### src/rtl/antares_arb_mux_pkg.sv
// -----------------------------------------------------------------------------
// antares_arb_mux_pkg
//   Shared definitions for the Antares parametrised blocks:
//     - arbitration mode encodings (ARB_RR, ARB_FIXED)
//     - clog2 / sel_width helpers used to size channel index fields
// -----------------------------------------------------------------------------
package antares_arb_mux_pkg;

    localparam int unsigned ARB_RR    = 0;  // round-robin
    localparam int unsigned ARB_FIXED = 1;  // fixed priority, lowest index wins

    // Ceiling log2; clog2(1) = 0.
    function automatic int unsigned clog2(input int unsigned n);
        int unsigned r;
        r = 0;
        for (int unsigned v = 1; v < n; v = v << 1) begin
            r++;
        end
        return r;
    endfunction

    // Index field width, never narrower than one bit.
    function automatic int unsigned sel_width(input int unsigned n);
        return (n <= 1) ? 1 : clog2(n);
    endfunction

endpackage

### src/rtl/antares_rr_arbiter.sv
// -----------------------------------------------------------------------------
// antares_rr_arbiter
//   Grant logic for antares_arb_mux. Produces a one-hot grant and its encoded
//   index from a request vector, qualified by an enable. Holds the round-robin
//   "last granted" pointer.
//
// Ports:
//   clk        clock, rising edge
//   rst        asynchronous reset, active low
//   req_i      per-channel request vector
//   en_i       grant enable (output register can accept a beat)
//   gnt_o      one-hot grant, all zeros when disabled or no request
//   gnt_idx_o  encoded index of the winning request
// -----------------------------------------------------------------------------
module antares_rr_arbiter
    import antares_arb_mux_pkg::*;
#(
    parameter int unsigned  CHANNELS = 4,
    parameter int unsigned  ARB_MODE = ARB_RR,
    localparam int unsigned SEL_W    = sel_width(CHANNELS)
) (
    input  logic                clk,
    input  logic                rst,
    input  logic [CHANNELS-1:0] req_i,
    input  logic                en_i,
    output logic [CHANNELS-1:0] gnt_o,
    output logic [SEL_W-1:0]    gnt_idx_o
);

    // One extra bit so last + offset cannot overflow before the wrap.
    localparam logic [SEL_W:0]   NUM_CH    = (SEL_W+1)'(CHANNELS);
    localparam logic [SEL_W-1:0] LAST_INIT = SEL_W'(CHANNELS - 1);

    logic [SEL_W-1:0] last_q, last_d;
    logic [SEL_W-1:0] idx;
    logic [SEL_W:0]   cand;
    logic             found;

    always_comb begin
        idx   = '0;
        cand  = '0;
        found = |req_i;
        if (ARB_MODE == ARB_FIXED) begin
            // Descending scan: the lowest valid index is assigned last and wins.
            for (int i = CHANNELS - 1; i >= 0; i--) begin
                if (req_i[i]) begin
                    idx = SEL_W'(i);
                end
            end
        end else begin
            // Scan offsets from CHANNELS down to 1 so the nearest channel after
            // last is assigned last and wins; offset CHANNELS is last itself.
            for (int off = CHANNELS; off >= 1; off--) begin
                cand = {1'b0, last_q} + (SEL_W+1)'(off);
                if (cand >= NUM_CH) begin
                    cand = cand - NUM_CH;
                end
                if (req_i[cand[SEL_W-1:0]]) begin
                    idx = cand[SEL_W-1:0];
                end
            end
        end
    end

    always_comb begin
        gnt_o = '0;
        for (int i = 0; i < CHANNELS; i++) begin
            gnt_o[i] = en_i & found & (idx == SEL_W'(i));
        end
    end

    assign gnt_idx_o = idx;

    // Any enabled cycle with a request is a real transfer on the granted channel.
    always_comb begin
        last_d = last_q;
        if ((ARB_MODE == ARB_RR) && en_i && found) begin
            last_d = idx;
        end
    end

    always_ff @(posedge clk or negedge rst) begin
        if (!rst) begin
            last_q <= LAST_INIT;
        end else begin
            last_q <= last_d;
        end
    end

endmodule

### src/rtl/antares_arb_mux.sv
// -----------------------------------------------------------------------------
// antares_arb_mux
//   N-channel arbitrated multiplexer with valid/ready handshakes and a single
//   registered output beat tagged with its source channel.
//
// Ports:
//   clk          clock, rising edge
//   rst          asynchronous reset, active low
//   in_data      packed channel data, channel i at [i*WIDTH +: WIDTH]
//   in_valid     per-channel valid
//   in_ready     per-channel ready (combinational, at most one bit set)
//   out_data     registered selected data
//   out_channel  registered source channel index
//   out_valid    registered output valid
//   out_ready    downstream ready
// -----------------------------------------------------------------------------
module antares_arb_mux
    import antares_arb_mux_pkg::*;
#(
    parameter int unsigned  WIDTH    = 32,
    parameter int unsigned  CHANNELS = 4,
    parameter int unsigned  ARB_MODE = ARB_RR,
    localparam int unsigned SEL_W    = sel_width(CHANNELS)
) (
    input  logic                      clk,
    input  logic                      rst,
    input  logic [CHANNELS*WIDTH-1:0] in_data,
    input  logic [CHANNELS-1:0]       in_valid,
    output logic [CHANNELS-1:0]       in_ready,
    output logic [WIDTH-1:0]          out_data,
    output logic [SEL_W-1:0]          out_channel,
    output logic                      out_valid,
    input  logic                      out_ready
);

    logic [WIDTH-1:0] out_data_q, out_data_d;
    logic [SEL_W-1:0] out_channel_q, out_channel_d;
    logic             out_valid_q, out_valid_d;

    logic                load;
    logic                any_valid;
    logic [CHANNELS-1:0] gnt;
    logic [SEL_W-1:0]    gnt_idx;
    logic [WIDTH-1:0]    ch_data [CHANNELS];

    // Register is free when empty or being drained this cycle.
    assign load      = ~out_valid_q | out_ready;
    assign any_valid = |in_valid;

    antares_rr_arbiter #(
        .CHANNELS (CHANNELS),
        .ARB_MODE (ARB_MODE)
    ) u_arbiter (
        .clk       (clk),
        .rst       (rst),
        .req_i     (in_valid),
        .en_i      (load),
        .gnt_o     (gnt),
        .gnt_idx_o (gnt_idx)
    );

    assign in_ready = gnt;

    always_comb begin
        for (int i = 0; i < CHANNELS; i++) begin
            ch_data[i] = in_data[i*WIDTH +: WIDTH];
        end
    end

    always_comb begin
        out_data_d    = out_data_q;
        out_channel_d = out_channel_q;
        out_valid_d   = out_valid_q;
        if (load) begin
            out_valid_d = any_valid;
            // Data and channel keep their last values when nothing is accepted.
            if (any_valid) begin
                out_data_d    = ch_data[gnt_idx];
                out_channel_d = gnt_idx;
            end
        end
    end

    always_ff @(posedge clk or negedge rst) begin
        if (!rst) begin
            out_data_q    <= '0;
            out_channel_q <= '0;
            out_valid_q   <= 1'b0;
        end else begin
            out_data_q    <= out_data_d;
            out_channel_q <= out_channel_d;
            out_valid_q   <= out_valid_d;
        end
    end

    assign out_data    = out_data_q;
    assign out_channel = out_channel_q;
    assign out_valid   = out_valid_q;

endmodule
### config.mk
export PLATFORM = sky130hd
export DESIGN_NAME = antares_arb_mux
export DESIGN_NICKNAME = d
export VERILOG_FILES = /design/src/rtl/antares_arb_mux_pkg.sv /design/src/rtl/antares_rr_arbiter.sv /design/src/rtl/antares_arb_mux.sv
export SDC_FILE = /design/constraint.sdc
export NUM_CORES = 1
export LEC_CHECK = 0
export CORE_MARGIN = 2
export CORE_UTILIZATION = 36
export DETAILED_ROUTE_END_ITERATION = 8
export HOLD_SLACK_MARGIN = 0.03
export PLACE_DENSITY = 0.8
export SLEW_MARGIN = 0
export SYNTH_ARGS = -nofsm -noshare
export SYNTH_HDL_FRONTEND = slang
export SYNTH_HIERARCHICAL = 1
export SYNTH_SLANG_ARGS = --single-unit
### constraint.sdc
create_clock -name clk -period 2.45 [get_ports clk]
set_input_delay 0.49 -clock clk [delete_from_list [all_inputs] [get_ports clk]]
set_output_delay 0.49 -clock clk [all_outputs]
set_load 0.02 [all_outputs]
==> flow_summary.ini, run 1 <==
[outcome]
outcome = complete, no violations

[setup_path]
crit_path_top_delay_cell = dfstp_2
crit_family = multiplexers
worstPathArrival_ns = 2.57
cp.required_ns = 2.62
crit_start = u_arbiter/last_q[1]$_DFFE_PN1P_
crit_path_max_fanout = 8
start_kind = register
r2r-start = u_arbiter/last_q[1]$_DFFE_PN1P_
path_cells = mux2i_1 > o32a_1 > buf_6 > nand2_8 > clkbuf_16 > mux4_2 > mux2_4
crit_type = reg2reg
cp-end-kind = register
critPathMaxStageDelay_ns = 0.60
rrSetupSlack_ns = 0.05
crit_buf_inv = 2

[grt]
antenna_found_initial = 0
overflow = 0
grt_max_degree = 38
grt_pass1_vias = 2254
grt_pass1_wl_um = 10850
grt_usage_pct = 18.61

[die]
die_area_mm2 = 0.007645
die_w_um = 87.44
die_y_um = 87.44
initial_core_util_pct = 37.09
core_mm2 = 0.006756
io_pins = 174
rows = 30

[pwr]
irDropWorstVdd_v = 0.0004767
p_per_area_mw_per_mm2 = 680.6
p_leak_uw = 0.001811

[drt]
dr.pass1.iters = 4
drt_wl_total_um = 7084
antenna_left = 0
vias = 2060
viasPerCell = 5.074
drc_errors = 0
drtIter0Drc = 39
wl_per_cell_um = 17.45

[synth]
ys_types = 29
syn-num-nets = 277
avgSynthCellArea_um2 = 17.65
syn_area_mm2 = 0.002506
syn_inst = 142
synth_common_cells = dfrtp_1 (35), mux2_4 (29), mux4_2 (29), mux2_2 (5), nand2_1 (4)
synth_edf_count = 0
seq_area_frac_synth_pct = 37.04
ys_seq_elements = 37
synth_ff_type = dfrtp_1
synth-async-reset-ratio_pct = 100.0
yosysTopAreaCell = dfrtp_1
yosys-top-cells-area = dfrtp_1 (35%), mux4_2 (26%), mux2_4 (17%), mux4_1 (3.1%), buf_12 (2.4%)
ys_warn_count = 6
yosysMostFrequentCell = dfrtp_1
synthDominantCellAreaShare_pct = 34.95

[sta]
rsz0062_at_grt = true
fmax_ghz = 0.4159
final-setup-viol-count = 0
setup_tns_ns = 0
finClkSkew_ns = 0.003400
slew_viol_final = 0
hold_violations = 0
tightest_slew_ns = 0.8006
min_period_ns = 2.405
period_share_pct = 98.15
slew_headroom_pct = 46.63

[placement]
gp_congestion = 0.7032
io_buffers = 173
dp_hpwl_um = 5405
place_area_mm2 = 0.004339

[clock_network]
htree_levels = 2
clkTransAtPathRegs_ns = 0.07
cts-root-buf = clkbuf_8
cts_tree = yes
clkSinkCount = 37
cts_made_buffers = 5
clk-insertion-delay-late_ns = 0.28
hold_buffers = 0
clock_path_buffers = 2

[layout]
area_growth_pct = 78.83
fillers = 518
n_antenna_cell = 0
final_area_mm2 = 0.004482
drive_gt1_share_pct = 32.52
finalNetCount = 461

[flow_run]
cap_violations = 0

[min_path]
hp-class = in2async
## metal layers
| layer | global-route usage, % | routed length, um |
|---|---|---|
| met2 | 33.82 | 3785 |
| met1 | 20.40 | 2560 |
| met4 | 4.056 | 24 |
| met5 | 0 | 0 |
| met3 | 7.299 | 713 |
## cell type report
class / instances / area (um2) / area share (%)
Clock buffer: 7 / 86.33 / 1.926
Inverter: 4 / 15.01 / 0.3350
Multi-Input combinational cell: 90 / 1459 / 32.55
Sequential cell: 37 / 928.4 / 20.71
Tap cell: 80 / 100.1 / 2.233
Timing Repair Buffer: 188 / 1893 / 42.24
## cells in the final DEF, fill, tap and decap left out, drive strengths merged
cell,n
nand2,4
mux2i,1
a21oi,2
nand2b,1
a211oi,2
mux4,32
and3b,1
o21ai,1
inv,4
buf,16
dfstp,2
or2,1
mux2,34
o32a,2
and4,2
clkbuf,11
a31oi,1
nor4,1
dlygate4sd2,4
o41ai,1
o31ai,1
nor2b,2
dfrtp,35
clkdlybuf4s50,164
and2b,1
## sequential cells by signal, summed over array words and instances, names as in the netlist
name              cells
out_data             32
out_valid             1
u_arbiter/last_q      2
out_channel           2
## logic make-up after synthesis
| group | after synthesis | share of synthesized area (%) |
|---|---|---|
| mux | 67 | 49.23 |
| buf+inv | 15 | 5.242 |
| simple gates | 13 | 3.595 |
| flops | 37 | 37.04 |
| compound gates | 10 | 4.893 |
## path summary, 6_finish.rpt
path,endpoint,cells after the start
min in group clk,out_data[25]$_DFFE_PN0P_,1
max reg2reg,out_data[15]$_DFFE_PN0P_,7
min reg2reg,out_data[25]$_DFFE_PN0P_,1
max in group asynchronous,out_data[4]$_DFFE_PN0P_,1
min,out_data[21]$_DFFE_PN0P_,1
max,out_data[15]$_DFFE_PN0P_,7
## power by group
group	switching [uW]	leakage [uW]	internal, uW
Combinational	663	0.00134	1060
Clock	191	0.0000443	223
Sequential	112	0.000426	804
## repair_timing
action                                  4_1_cts  5_1_grt
endpoints found under the setup margin       36       35
cloned                                        1        1
buffers inserted                              2        1
endpoints found under the hold margin         0        0
gates resized for setup                      12       12
pin swaps                                     1        2
## stage by stage
step | hold WS, ns | instances | util (%) | setup WS [ns] | total power [uW]
finish | 0.2932 | 406 | 66.33 | 0.04535 | 3050
global route | 0.3633 | 406 | 66.33 | -0.02971 | 3215
CTS | 0.3149 | 404 | 66.19 | -0.003538 | 3054
detailed placement | 0.4903 | 394 | 64.22 | -0.4697 | 2581
global placement | 0.4909 | 394 | 64.22 | -0.4285 | 2555
floorplan | 0.1944 | 142 | - | 0.2231 | 1866
Note: power is estimated with default switching activity, not from simulation.
==> run 2: changes to the inputs <==
CAP_MARGIN = 20   (was not set)
==> results of run 2 <==
No change in the layout: final DEF, timing and power equal those of run 1.
